[config.mk]
export PLATFORM = sky130hd
export DESIGN_NAME = gray_counter_ud_flat
export DESIGN_NICKNAME = d
export VERILOG_FILES = /design/src/rtl/gray_counter_ud_if.sv /design/src/rtl/gray_counter_ud.sv /design/src/flat_wrapper.sv
export SDC_FILE = /design/constraint.sdc
export NUM_CORES = 1
export LEC_CHECK = 0
export CAP_MARGIN = 20
export CORE_ASPECT_RATIO = 0.9
export CORE_MARGIN = 1
export CORE_UTILIZATION = 49
export CTS_BUF_LIST = sky130_fd_sc_hd__clkbuf_16
export CTS_CLUSTER_SIZE = 30
export DETAILED_ROUTE_END_ITERATION = 10
export GPL_ROUTABILITY_DRIVEN = 0
export PLACE_DENSITY = 0.77
export SYNTH_ARGS = -nofsm -noshare
export SYNTH_HDL_FRONTEND = slang
export SYNTH_SLANG_ARGS = --single-unit
export TNS_END_PERCENT = 10
[constraint.sdc]
create_clock -name clk -period 2.56 [get_ports clk]
set_input_delay 0.256 -clock clk [delete_from_list [all_inputs] [get_ports clk]]
set_output_delay 0.256 -clock clk [all_outputs]
set_load 0.05 [all_outputs]
[src/rtl/gray_counter_ud_if.sv]
// Control and status bundle for gray_counter_ud.
// The master drives count controls and the slave (counter) drives the count and status.
interface gray_counter_ud_if #(
    parameter int CBITS = 8
);
    logic             en;
    logic             up;
    logic             load;
    logic [CBITS-1:0] load_val;
    logic [CBITS-1:0] bin_c;
    logic [CBITS-1:0] gray_c;
    logic             wrap;
    logic             sat;
    logic             zero;

    modport master (
        output en, up, load, load_val,
        input  bin_c, gray_c, wrap, sat, zero
    );

    modport slave (
        input  en, up, load, load_val,
        output bin_c, gray_c, wrap, sat, zero
    );
endinterface

[src/rtl/gray_counter_ud.sv]
// Up/down binary counter with a registered Gray-code copy, load, wrap or saturate ends.
// One cycle from en/load to the new count; no backpressure, zero is combinational.
module gray_counter_ud #(
    parameter int          CBITS = 8,
    parameter bit          WRAP  = 1'b1,
    parameter int unsigned INIT  = 0
) (
    input  logic              clk,
    input  logic              rst,
    gray_counter_ud_if.slave  bus
);
    localparam logic [CBITS-1:0] INIT_V = CBITS'(INIT);
    localparam logic [CBITS-1:0] MAX_V  = '1;

    logic [CBITS-1:0] bin_q,  bin_d;
    logic [CBITS-1:0] gray_q, gray_d;
    logic             wrap_q, wrap_d;
    logic             sat_q,  sat_d;

    always_comb begin
        bin_d  = bin_q;
        wrap_d = 1'b0;
        sat_d  = sat_q;
        if (bus.load) begin
            bin_d = bus.load_val;
            sat_d = 1'b0;
        end else if (bus.en) begin
            if (bus.up) begin
                if (bin_q == MAX_V) begin
                    if (WRAP) begin
                        bin_d  = '0;
                        wrap_d = 1'b1;
                        sat_d  = 1'b0;
                    end else begin
                        sat_d = 1'b1;
                    end
                end else begin
                    bin_d = bin_q + 1'b1;
                    sat_d = 1'b0;
                end
            end else begin
                if (bin_q == '0) begin
                    if (WRAP) begin
                        bin_d  = MAX_V;
                        wrap_d = 1'b1;
                        sat_d  = 1'b0;
                    end else begin
                        sat_d = 1'b1;
                    end
                end else begin
                    bin_d = bin_q - 1'b1;
                    sat_d = 1'b0;
                end
            end
        end
        // Encode from the next value so gray_q never lags bin_q by a cycle.
        gray_d = bin_d ^ (bin_d >> 1);
    end

    always_ff @(posedge clk or posedge rst) begin
        if (rst) begin
            bin_q  <= INIT_V;
            gray_q <= INIT_V ^ (INIT_V >> 1);
            wrap_q <= 1'b0;
            sat_q  <= 1'b0;
        end else begin
            bin_q  <= bin_d;
            gray_q <= gray_d;
            wrap_q <= wrap_d;
            sat_q  <= sat_d;
        end
    end

    assign bus.bin_c  = bin_q;
    assign bus.gray_c = gray_q;
    assign bus.wrap   = wrap_q;
    assign bus.sat    = sat_q;
    assign bus.zero   = (bin_q == '0) & ~rst;
endmodule

[src/flat_wrapper.sv]
// flat-port wrapper written by rule: the top's interface ports become plain ports
module gray_counter_ud_flat 
#(
    parameter int          CBITS = 8,
    parameter bit          WRAP  = 1'b1,
    parameter int unsigned INIT  = 0
)
  (clk, rst, bus_en, bus_up, bus_load, bus_load_val, bus_bin_c, bus_gray_c, bus_wrap, bus_sat, bus_zero);
  gray_counter_ud_if #(.CBITS(CBITS)) bus_i ();
  input  logic clk;
  input  logic rst;
  input wire logic [$bits(bus_i.en)-1:0] bus_en;
  input wire logic [$bits(bus_i.up)-1:0] bus_up;
  input wire logic [$bits(bus_i.load)-1:0] bus_load;
  input wire logic [$bits(bus_i.load_val)-1:0] bus_load_val;
  output wire logic [$bits(bus_i.bin_c)-1:0] bus_bin_c;
  output wire logic [$bits(bus_i.gray_c)-1:0] bus_gray_c;
  output wire logic [$bits(bus_i.wrap)-1:0] bus_wrap;
  output wire logic [$bits(bus_i.sat)-1:0] bus_sat;
  output wire logic [$bits(bus_i.zero)-1:0] bus_zero;
  assign bus_i.en = bus_en;
  assign bus_i.up = bus_up;
  assign bus_i.load = bus_load;
  assign bus_i.load_val = bus_load_val;
  assign bus_bin_c = bus_i.bin_c;
  assign bus_gray_c = bus_i.gray_c;
  assign bus_wrap = bus_i.wrap;
  assign bus_sat = bus_i.sat;
  assign bus_zero = bus_i.zero;
  gray_counter_ud #(.CBITS(CBITS), .WRAP(WRAP), .INIT(INIT)) u_core (.clk(clk), .rst(rst), .bus(bus_i));
endmodule
* Word level (Yosys, flattened, before mapping)
Cells that the tools add are included.
** Word-level totals
- Latch bits :: 0
- ROM bits :: 0
- RAM bits :: 0
- Register bits :: 18
- Memories :: 0
- Output and inout bits :: 19
- Input port bits :: 13
** Operators by class
- $mul :: 0
- Divide/modulo/power cells :: 0
- Shifts and indexed selects :: 0
- Reduce and logical (&&, ||, !) cells :: 2
- Multiplexer cells :: 12
- $lt $le $gt $ge :: 0
- Add/sub/neg operators :: 2
- Bitwise gates (word level) :: 3
- Equal/unequal tests :: 1
** Operators by type and width (count)
- $mux 8 :: 5
- $add 8x1->8 const B :: 1
- $eq 8x8->1 const B :: 1
- $logic_not 8->1 :: 1
- $sub 8x1->8 const B :: 1
- $xor 8x7->8 :: 1
- $mux 1 :: 7
- $reduce_bool 2->1 :: 1
- $and 1x1->1 :: 1
- $not 1->1 :: 1

* Depth between registers and ports, before layout
Gate-level depths: netlist (run 1).
- Depth after elaboration :: 6
- Gate-level depth with buffers :: 8
- Depth with buffers taken out :: 7

* Worst setup path after synthesis (run 1)
Ideal clock, no wire load.
- Kind :: register to output
- From :: reg u_core.bin_q[0] (netlist: u_core.bus.bin_c[0])
- To :: out bus_zero
- Arrival :: 2.083 ns
- Stages on the path, launching flop included :: 7
- Path buffers :: 1
- Slack :: 0.221 ns
- Path through :: dfrtp_1 > buf_2 > inv_1 > ha_1 > nor2b_1 > nand3_1 > nor2_1
** Between the ends
- Longest elaborated chain between the ends :: 2
** RTL lines
- start: declaration :: RTL line gray_counter_ud.sv:15 : logic [CBITS-1:0] bin_q, bin_d;
- start signal: assignment :: RTL line gray_counter_ud.sv:67 : bin_q <= bin_d;
- $logic_not 8->1 :: RTL line gray_counter_ud.sv:78 : assign bus.zero = (bin_q == '0) & ~rst;
- $and 1x1->1 :: RTL line gray_counter_ud.sv:78
- end: declaration :: RTL line flat_wrapper.sv:20 : output wire logic [$bits(bus_i.zero)-1:0] bus_zero;
Every way passes these cells.

* Final worst setup path (run 1)
Same ends and word-level chain as after synthesis.

==> results, run 1 <==
- The nature of the critical path startpoint is a flip-flop.
- The number of antenna diodes is 0.
- Setup violations remaining at the end of the flow were counted as 0.
- The number of enable flip-flop cells after synthesis is 0.
- After technology mapping, the gate count stands at 134.
- Across all layers, the routed design uses 1152 vias.
- After floorplanning, the core was divided into 17 placement rows.
- The routed design uses 288 um of met3 wire.
- The library cells used most frequently in the layout, excluding fill and tap cells, are 29 x sky130_fd_sc_hd__clkdlybuf4s50_1, 16 x sky130_fd_sc_hd__dfrtp_1, 10 x sky130_fd_sc_hd__xnor2_1.
- The pin count of the biggest net entering global routing is 18.
- The final clock skew is 0.00126 ns.
- After global routing the overflow that remains totals 0.
- The library cell used as clock root buffer is sky130_fd_sc_hd__clkbuf_16.
- Global routing used 23.9% of the available tracks across all layers.
- After the first detailed-routing iteration, the DRC count stood at 44.
- The total length of routed met2 wires is 1450 um.
- Signal routing reaches up to met4.
- Setup repair after global routing left no endpoint under its margin.
- After clock tree synthesis, the clock-pin slew on the worst setup and hold paths is 0.05 ns.
- Timing would allow up to 459 MHz.
- By startpoint and endpoint, the worst setup path is classified as flip-flop to output port.
- At the pin with the least slew margin, the transition time is 0.630 ns.
- IR analysis of the VDD net gives a maximum drop of 626 uV.
- The most common library cell in the layout ignoring fill and taps is sky130_fd_sc_hd__clkdlybuf4s50_1.
- The number of cells on the worst reg-to-reg path is 7.
- In the final timing run, aggregate negative setup slack is 0 ns.
- The leakage power total is 0.657 nW.
- Once the floorplan was initialized, standard cells occupied 51.7% of the core.
- The floorplan step set the die height to 50.4 um.
- The clock insertion delay at the later pin of the skew report is 0.25 ns.
- In the final routed layout, each cell accounts on average for 16.1 um.
- The sort of element at the end of the critical path is an output port.
- The max-slew violation count is 0.
- After the last flow step, the layout net total stands at 178.
- The first-pass GRT wire length is 5010 um.
- The TritonCTS sink count is 16.
- In this run the tool buffered the top-level ports with 30 buffer cells.
- In the final layout, the share of cells above drive strength 1 is 13.8%.
- Dividing the synthesized area by the synthesized cell count gives 9.51 um2.
- The critical path required time is 2.30 ns.
- The destination of the worst register-to-register timing path is u_core.bus.gray_c[3].
- In this run the number of H-tree levels came out at 1.
- After clock tree synthesis, the setup repair step added 0 buffers.
- The detailed-route vias per instance is 6.13.
- The arrival time of data at the critical path endpoint is 1.92 ns.
- The flow ran to the end, and the final reports show no timing, DRC or antenna violations.
- The largest incremental delay on the critical path is 0.48 ns.
- Synthesis instantiated 52 different standard cells from the library.
- The cell area after synthesis is 0.00127 mm2.
- The worst-path cell with the longest stage delay is sky130_fd_sc_hd__dfrtp_1.
- Across the run, the number of max-cap violations was 0.
- The I/O pin count is 32.
- Detailed placement finished with a half-perimeter wire length of 2150 um.
- The time the final worst path needs with I/O delays and setup is 2.18 ns.
- Sequential elements use 31.4% of the synthesized area.
- The die covers 0.00281 mm2.
- Of all flip-flops after synthesis, the portion carrying an async set or reset was 100%.
- The count of antenna-violating nets left after detailed routing is 0.
- Summed over all layers, the routed wires come to 3020 um.
- For this design, the CTS-stage hold fixing added 0 buffers.
- Setup slack on the worst reg-to-reg path comes out at 0.44 ns.
- Counting every net in the synthesized netlist gives 150.
- The most used flip-flop cell after synthesis is sky130_fd_sc_hd__dfrtp_1.
- The number of detailed-route iterations in the first pass is 4.
- The number of hold violations in the final report was 0.
- The CTS tree is yes.
- Measured against its own limit, the worst slew margin works out to 58.0%.
- The core area is 0.00247 mm2.
- The clock passes through at most 2 buffers.
- The power per cell area is 709 mW/mm2.
- Compared with the post-synthesis result, the final layout area differs by 28.1%.
- The Yosys warning count is 0.
- The via count of the first global-routing pass is 1023.
- The biggest fanout along the worst timing path is 11.
- In this run, synthesis produced a sequential element count of 16.
- After detailed routing, the wire length on met1 is 1220 um.
- The post-CTS resize count is 0.
- The initial antenna violation count is 0.
- Traced cell by cell, the critical path runs through inv_1 > ha_1 > nor2b_1 > nand3_1 > nor2_1 > buf_4.
- The startpoint identified for the worst register-to-register timing path is u_core.bus.bin_c[0].
- Summing internal, switching and leakage power gives 1.16 mW.
- Counting the buffers created by CTS gives 3.
- The floorplan step set the die width to 55.8 um.
- The fraction of the cycle the final worst path needs is 85.1%.
- In this run the worst hold path is classified as input pin to asynchronous set/reset pin.
- The DRC violations left is 0.
-- report_power, final --
| part | total, mW | switching, mW | internal (mW) |
|---|---|---|---|
| Clock | 0.306 | 0.100 | 0.205 |
| Combinational | 0.497 | 0.308 | 0.190 |
| Sequential | 0.354 | 0.0592 | 0.295 |
| Total | 1.16 | 0.467 | 0.691 |
-- sequential cells by signal (all words and copies together), names as in the netlist --
signal             flops
u_core.bus.wrap        1
u_core.bus.bin_c       8
u_core.bus.gray_c      7
-- kinds of logic after synthesis --
| kind of cell | Yosys count | share of synthesized area [%] |
|---|---|---|
| AOI/OAI and AO/OA | 34 | 24.1 |
| other | 1 | 0.294 |
| and+or+nand+nor | 48 | 23.0 |
| buffers and inverters | 19 | 8.64 |
| adders and majority gates | 3 | 2.94 |
| xor gates and xnor gates | 12 | 8.83 |
| DFF | 16 | 31.4 |
| muxes | 1 | 0.785 |
-- metrics by stage --
stage | util [%] | hold slack, ns | std cells | area, um2 | setup WS [ns]
2_1_floorplan | - | 0.170 | 134 | 1270 | 0.221
3_3_place_gp | 63.1 | 0.714 | 185 | 1560 | 0.540
3_5_place_dp | 63.1 | 0.732 | 185 | 1560 | 0.478
4_1_cts | 66.2 | 0.470 | 188 | 1630 | 0.400
5_1_grt | 66.2 | 0.509 | 188 | 1630 | 0.267
6_report | 66.2 | 0.431 | 188 | 1630 | 0.382
-- cells in the mapped netlist (2+ instances only) --
cell type                  number  area share [%]
sky130_fd_sc_hd__ha_1           3             2.9
sky130_fd_sc_hd__nor4_1         2            0.98
sky130_fd_sc_hd__xnor2_1       10             6.9
sky130_fd_sc_hd__dfrtp_1       16              31
sky130_fd_sc_hd__inv_1          7             2.1
sky130_fd_sc_hd__o31ai_1        2             1.2
sky130_fd_sc_hd__a31oi_1        2            0.98
sky130_fd_sc_hd__nor3_1         2            0.79
sky130_fd_sc_hd__nand2_1        9             2.6
sky130_fd_sc_hd__buf_4          3             1.8
sky130_fd_sc_hd__nor3b_1        3             1.8
sky130_fd_sc_hd__buf_6          3             2.6
sky130_fd_sc_hd__and3_1         2            0.98
sky130_fd_sc_hd__nor2_1         8             2.4
sky130_fd_sc_hd__and3_4         2             1.8
sky130_fd_sc_hd__a21oi_1        7             2.7
sky130_fd_sc_hd__o21ai_0        4             1.6
sky130_fd_sc_hd__nand3_1        5             2.0
sky130_fd_sc_hd__a221o_1        3             2.4
sky130_fd_sc_hd__o21a_1         2             1.2
sky130_fd_sc_hd__nand2b_1       2            0.98
sky130_fd_sc_hd__a21o_1         2             1.2
sky130_fd_sc_hd__nor2b_1        3             1.5
sky130_fd_sc_hd__buf_2          4             1.6
-- per-layer routing --
layer	vias to the layer above	GRT usage, %
li1	532	-
met1	542	31.1
met2	71	36.3
met3	7	7.47
met4	0	10.8
met5	-	0
-- worst max-delay path: cells and delay by family, from the launching register on --
kind                       cells  cell delay [ns]
and+or+nand+nor                3             0.68
buffers and inverters          2             0.36
adders and majority gates      1             0.16
DFF                            1             0.48
-- area by class of cell --
cell class | instances | area, um2
Clock buffer | 3 | 75.1
Fill cell | 205 | 835
Inverter | 8 | 30.0
Multi-Input combinational cell | 99 | 764
Sequential cell | 16 | 400
Tap cell | 28 | 35.0
Timing Repair Buffer | 34 | 328
-- worst max path at each step --
stage                        startpoint              endpoint  slack [ns]  cells past startpoint
finish              u_core.bus.bin_c[0]              bus_zero        0.38                      6
global route        u_core.bus.bin_c[0]              bus_zero        0.27                      6
CTS                 u_core.bus.bin_c[0]              bus_zero        0.40                      6
detailed placement  u_core.bus.bin_c[0]  u_core.bus.gray_c[3]        0.48                      7
global placement    u_core.bus.bin_c[0]  u_core.bus.gray_c[3]        0.54                      7
floorplan           u_core.bus.bin_c[0]              bus_zero        0.22                      6
(Power assumes the default switching activity.)
==> inputs of run 2 (changes only) <==
--- a/config.mk
+++ b/config.mk
@@ -6,7 +6,7 @@
 export NUM_CORES = 1
 export LEC_CHECK = 0
 export CAP_MARGIN = 20
-export CORE_ASPECT_RATIO = 0.9
+export CORE_ASPECT_RATIO = 0.6
 export CORE_MARGIN = 1
 export CORE_UTILIZATION = 49
 export CTS_BUF_LIST = sky130_fd_sc_hd__clkbuf_16
==> results, run 2 (synthesized netlist as in run 1, its figures left out) <==
- CP Cell Sequence: inv_1 > ha_1 > nor2b_1 > a31oi_2 > nand2_1 > a221o_1 > xor2_1 (was inv_1 > ha_1 > nor2b_1 > nand3_1 > nor2_1 > buf_4).
- The post-CTS resize count was 0 (unchanged).
- The width of the die is 67.9 um (was 55.8 um).
- The total track usage is 24.2% (was 23.9%).
- The via count of the first global-routing pass is 1019 (was 1023).
- The total CTS buffers is 3 (unchanged).
- The starting density of the core came to 55.2% (was 51.7%).
- The TritonCTS sink count is 16 (unchanged).
- The library cell used as clock root buffer is sky130_fd_sc_hd__clkbuf_16 (unchanged).
- The max-slew violation count is 0 (unchanged).
- The largest incremental delay on the critical path is 0.52 ns (was 0.48 ns).
- The combinational cell fraction of total power is 43.3% (was 43.0%).
- The number of hold violations in the final report came to 0 (unchanged).
- The number of violations of the max-capacitance limit is 0 (unchanged).
- The routed wirelength normalized by instance count is 16.4 um (was 16.1 um).
- The pin count of the biggest net entering global routing is 18 (unchanged).
- The number of flip-flops under the largest register name came to 8 (unchanged).
- The clock insertion delay at the later pin of the skew report was 0.25 ns (about the same).
- The worst setup slack after placement is 0.404 ns (was 0.478 ns).
- The internal power is 0.691 mW (about the same).
- Run status: finished clean (unchanged).
- The routed via count is 1139 (was 1152).
- The worst path setup slack after routing was 0.377 ns (was 0.382 ns).
- The worst setup path category was flip-flop to flip-flop (was flip-flop to output port).
- The summed negative setup slack over all endpoints is 0 ns (unchanged).
- The first-pass GRT wire length came to 5000 um (was 5010 um).
- The nature of the critical path startpoint is a flip-flop (unchanged).
- The area growth from synthesis to layout is 28.0% (was 28.1%).
- The final wirelength was 3110 um (was 3020 um).
- The final design area excluding fillers is 0.00163 mm2 (about the same).
- The sort of element at the end of the critical path is a flip-flop (was output port).
- The leakage power total is 0.654 nW (was 0.657 nW).
- The number of I/O port buffers is 30 (unchanged).
- The total power was 1.16 mW (about the same).
- The switching share of total power is 40.3% (about the same).
- The count of nets after finishing is 177 (was 178).
- The I/O pin count is 32 (unchanged).
- The count of endpoints failing setup in the final report is 0 (unchanged).
- The core area is 0.00231 mm2 (was 0.00247 mm2).
- The relative contribution of sequential cells to total power is 30.5% (was 30.6%).
- The count of H-tree levels built during CTS is 1 (unchanged).
- The initial antenna violation count is 0 (unchanged).
- The detailed-route vias per instance was 5.99 (was 6.13).
- The worst-path cell with the longest stage delay is sky130_fd_sc_hd__dfrtp_1 (unchanged).
- The global-route congestion overflow total was 0 (unchanged).
- The net load switching power is 0.466 mW (was 0.467 mW).
- The post-CTS clock slew at the launch and capture registers of the worst setup and hold paths is 0.05 ns (about the same).
- The fraction of the cycle the final worst path needs is 85.3% (was 85.1%).
- The relative max-transition margin is 59.6% (was 58.0%).
- The number of design-rule violations left by the first detailed-router iteration is 53 (was 44).
- The post-CTS setup buffer count was 0 (unchanged).
- The cell area reported after detailed placement came to 0.00155 mm2 (was 0.00156 mm2).
- Most used cells in the layout excluding fill and tap cells: 29 x sky130_fd_sc_hd__clkdlybuf4s50_1, 16 x sky130_fd_sc_hd__dfrtp_1, 10 x sky130_fd_sc_hd__xnor2_1 (unchanged).
- The CTS tree is yes (unchanged).
- The hold slack was 0.415 ns (was 0.431 ns).
- The critical path required time is 2.67 ns (was 2.30 ns).
- The DRC violations left is 0 (unchanged).
- The buffer depth of the longest clock path is 2 (unchanged).
- The power per cell area is 709 mW/mm2 (about the same).
- The time the final worst path needs with I/O delays and setup is 2.18 ns (about the same).
- The number of antenna diodes is 0 (unchanged).
- The count of antenna-violating nets left after detailed routing is 0 (unchanged).
- The transition time of the tightest slew-check pin came to 0.606 ns (was 0.630 ns).
- The biggest fanout along the worst timing path came to 11 (unchanged).
- The number of hold buffers added after cts is 0 (unchanged).
- The final clock skew is 0.00303 ns (was 0.00126 ns).
- The number of core rows came to 13 (was 17).
- The maximum achievable frequency is 458 MHz (was 459 MHz).
- RSZ-0062 raised after global routing: false (unchanged).
- The clock power share is 26.2% (was 26.4%).
- The most common library cell in the layout ignoring fill and taps was sky130_fd_sc_hd__clkdlybuf4s50_1 (unchanged).
- The class of the tightest hold or removal check was input pin to asynchronous set/reset pin (unchanged).
- The number of detailed-route iterations in the first pass is 4 (unchanged).
- The post-detailed-placement half-perimeter wirelength is 2270 um (was 2150 um).
- The maximum ir drop on the vdd rail is 304 uV (was 626 uV).
- The die area is 0.00282 mm2 (was 0.00281 mm2).
- The share of cells above drive strength 1 is 13.1% (was 13.8%).
- The arrival time of data at the critical path endpoint was 2.29 ns (was 1.92 ns).
- The height of the chip is 41.5 um (was 50.4 um).
## run 2: cell types whose count changed in the layout (fill, tap and decap cells not counted)
cell / before / now
sky130_fd_sc_hd__buf_4: 5 / 4
sky130_fd_sc_hd__clkinv_1: 0 / 1
## run 2: power by group through the flow
| stage | Combinational (mW) | Sequential, mW | Clock, mW |
|---|---|---|---|
| floorplan | 0.237 | 0.479 | 0 |
| global placement | 0.489 | 0.354 | 0 |
| detailed placement | 0.496 | 0.356 | 0 |
| CTS | 0.500 | 0.352 | 0.307 |
| global route | 0.530 | 0.360 | 0.317 |
| finish | 0.501 | 0.353 | 0.304 |
## run 2: final timing paths
path                                     startpoint                    to  slack, ns  cells past startpoint
worst max-delay path            u_core.bus.bin_c[0]  u_core.bus.gray_c[2]       0.38                      7
worst min-delay path                            rst   u_core.bus.bin_c[7]       0.42                      2
worst max register to register  u_core.bus.bin_c[0]  u_core.bus.gray_c[2]       0.38                      7
worst min register to register  u_core.bus.bin_c[0]   u_core.bus.bin_c[0]       0.82                      2
max in group asynchronous                       rst  u_core.bus.gray_c[4]       1.75                      2
min in group clk                    bus_load_val[1]   u_core.bus.bin_c[1]       0.67                      3
## run 2: area by class of cell
type | count | area, um2
fill | 184 | 678
sequential | 16 | 400
tap | 30 | 37.5
timing repair buffer | 33 | 320
inverter | 8 | 30.0
multi-input combinational | 99 | 764
clock buffer | 3 | 75.1
clock inverter | 1 | 3.75
## run 2: stage by stage
stage | util [%] | std cells
floorplan | - | 134
global placement | 67.2 | 186
detailed placement | 67.2 | 186
CTS | 70.6 | 190
global route | 70.6 | 190
finish | 70.6 | 190
## run 2: per-layer routing
layer	part of all wire, %	track usage [%]	routed length [um]	vias to the layer above
met1	45	37.2	1410	541
met3	9.7	4.95	300	2
li1	-	-	-	535
met4	0.55	4.17	17	0
met2	44	35.2	1380	61
met5	0	0	0	-
## run 2: worst max-delay path, delay by kind of cell (launching register included)
family                   cells  cell delay [ns]
adder cells (fa/ha/maj)      1             0.23
buffers and inverters        1             0.13
flip-flops                   1             0.52
AO/OA/AOI/OAI                2             0.69
XOR/XNOR                     1             0.18
AND/OR/NAND/NOR              2             0.29
==> inputs of run 3 (changes only) <==
--- a/config.mk
+++ b/config.mk
@@ -10,7 +10,6 @@
 export CORE_MARGIN = 1
 export CORE_UTILIZATION = 49
 export CTS_BUF_LIST = sky130_fd_sc_hd__clkbuf_16
-export CTS_CLUSTER_SIZE = 30
 export DETAILED_ROUTE_END_ITERATION = 10
 export GPL_ROUTABILITY_DRIVEN = 0
 export PLACE_DENSITY = 0.77
==> results of run 3 <==
Final layout, timing and power as in run 2 (identical DEF).
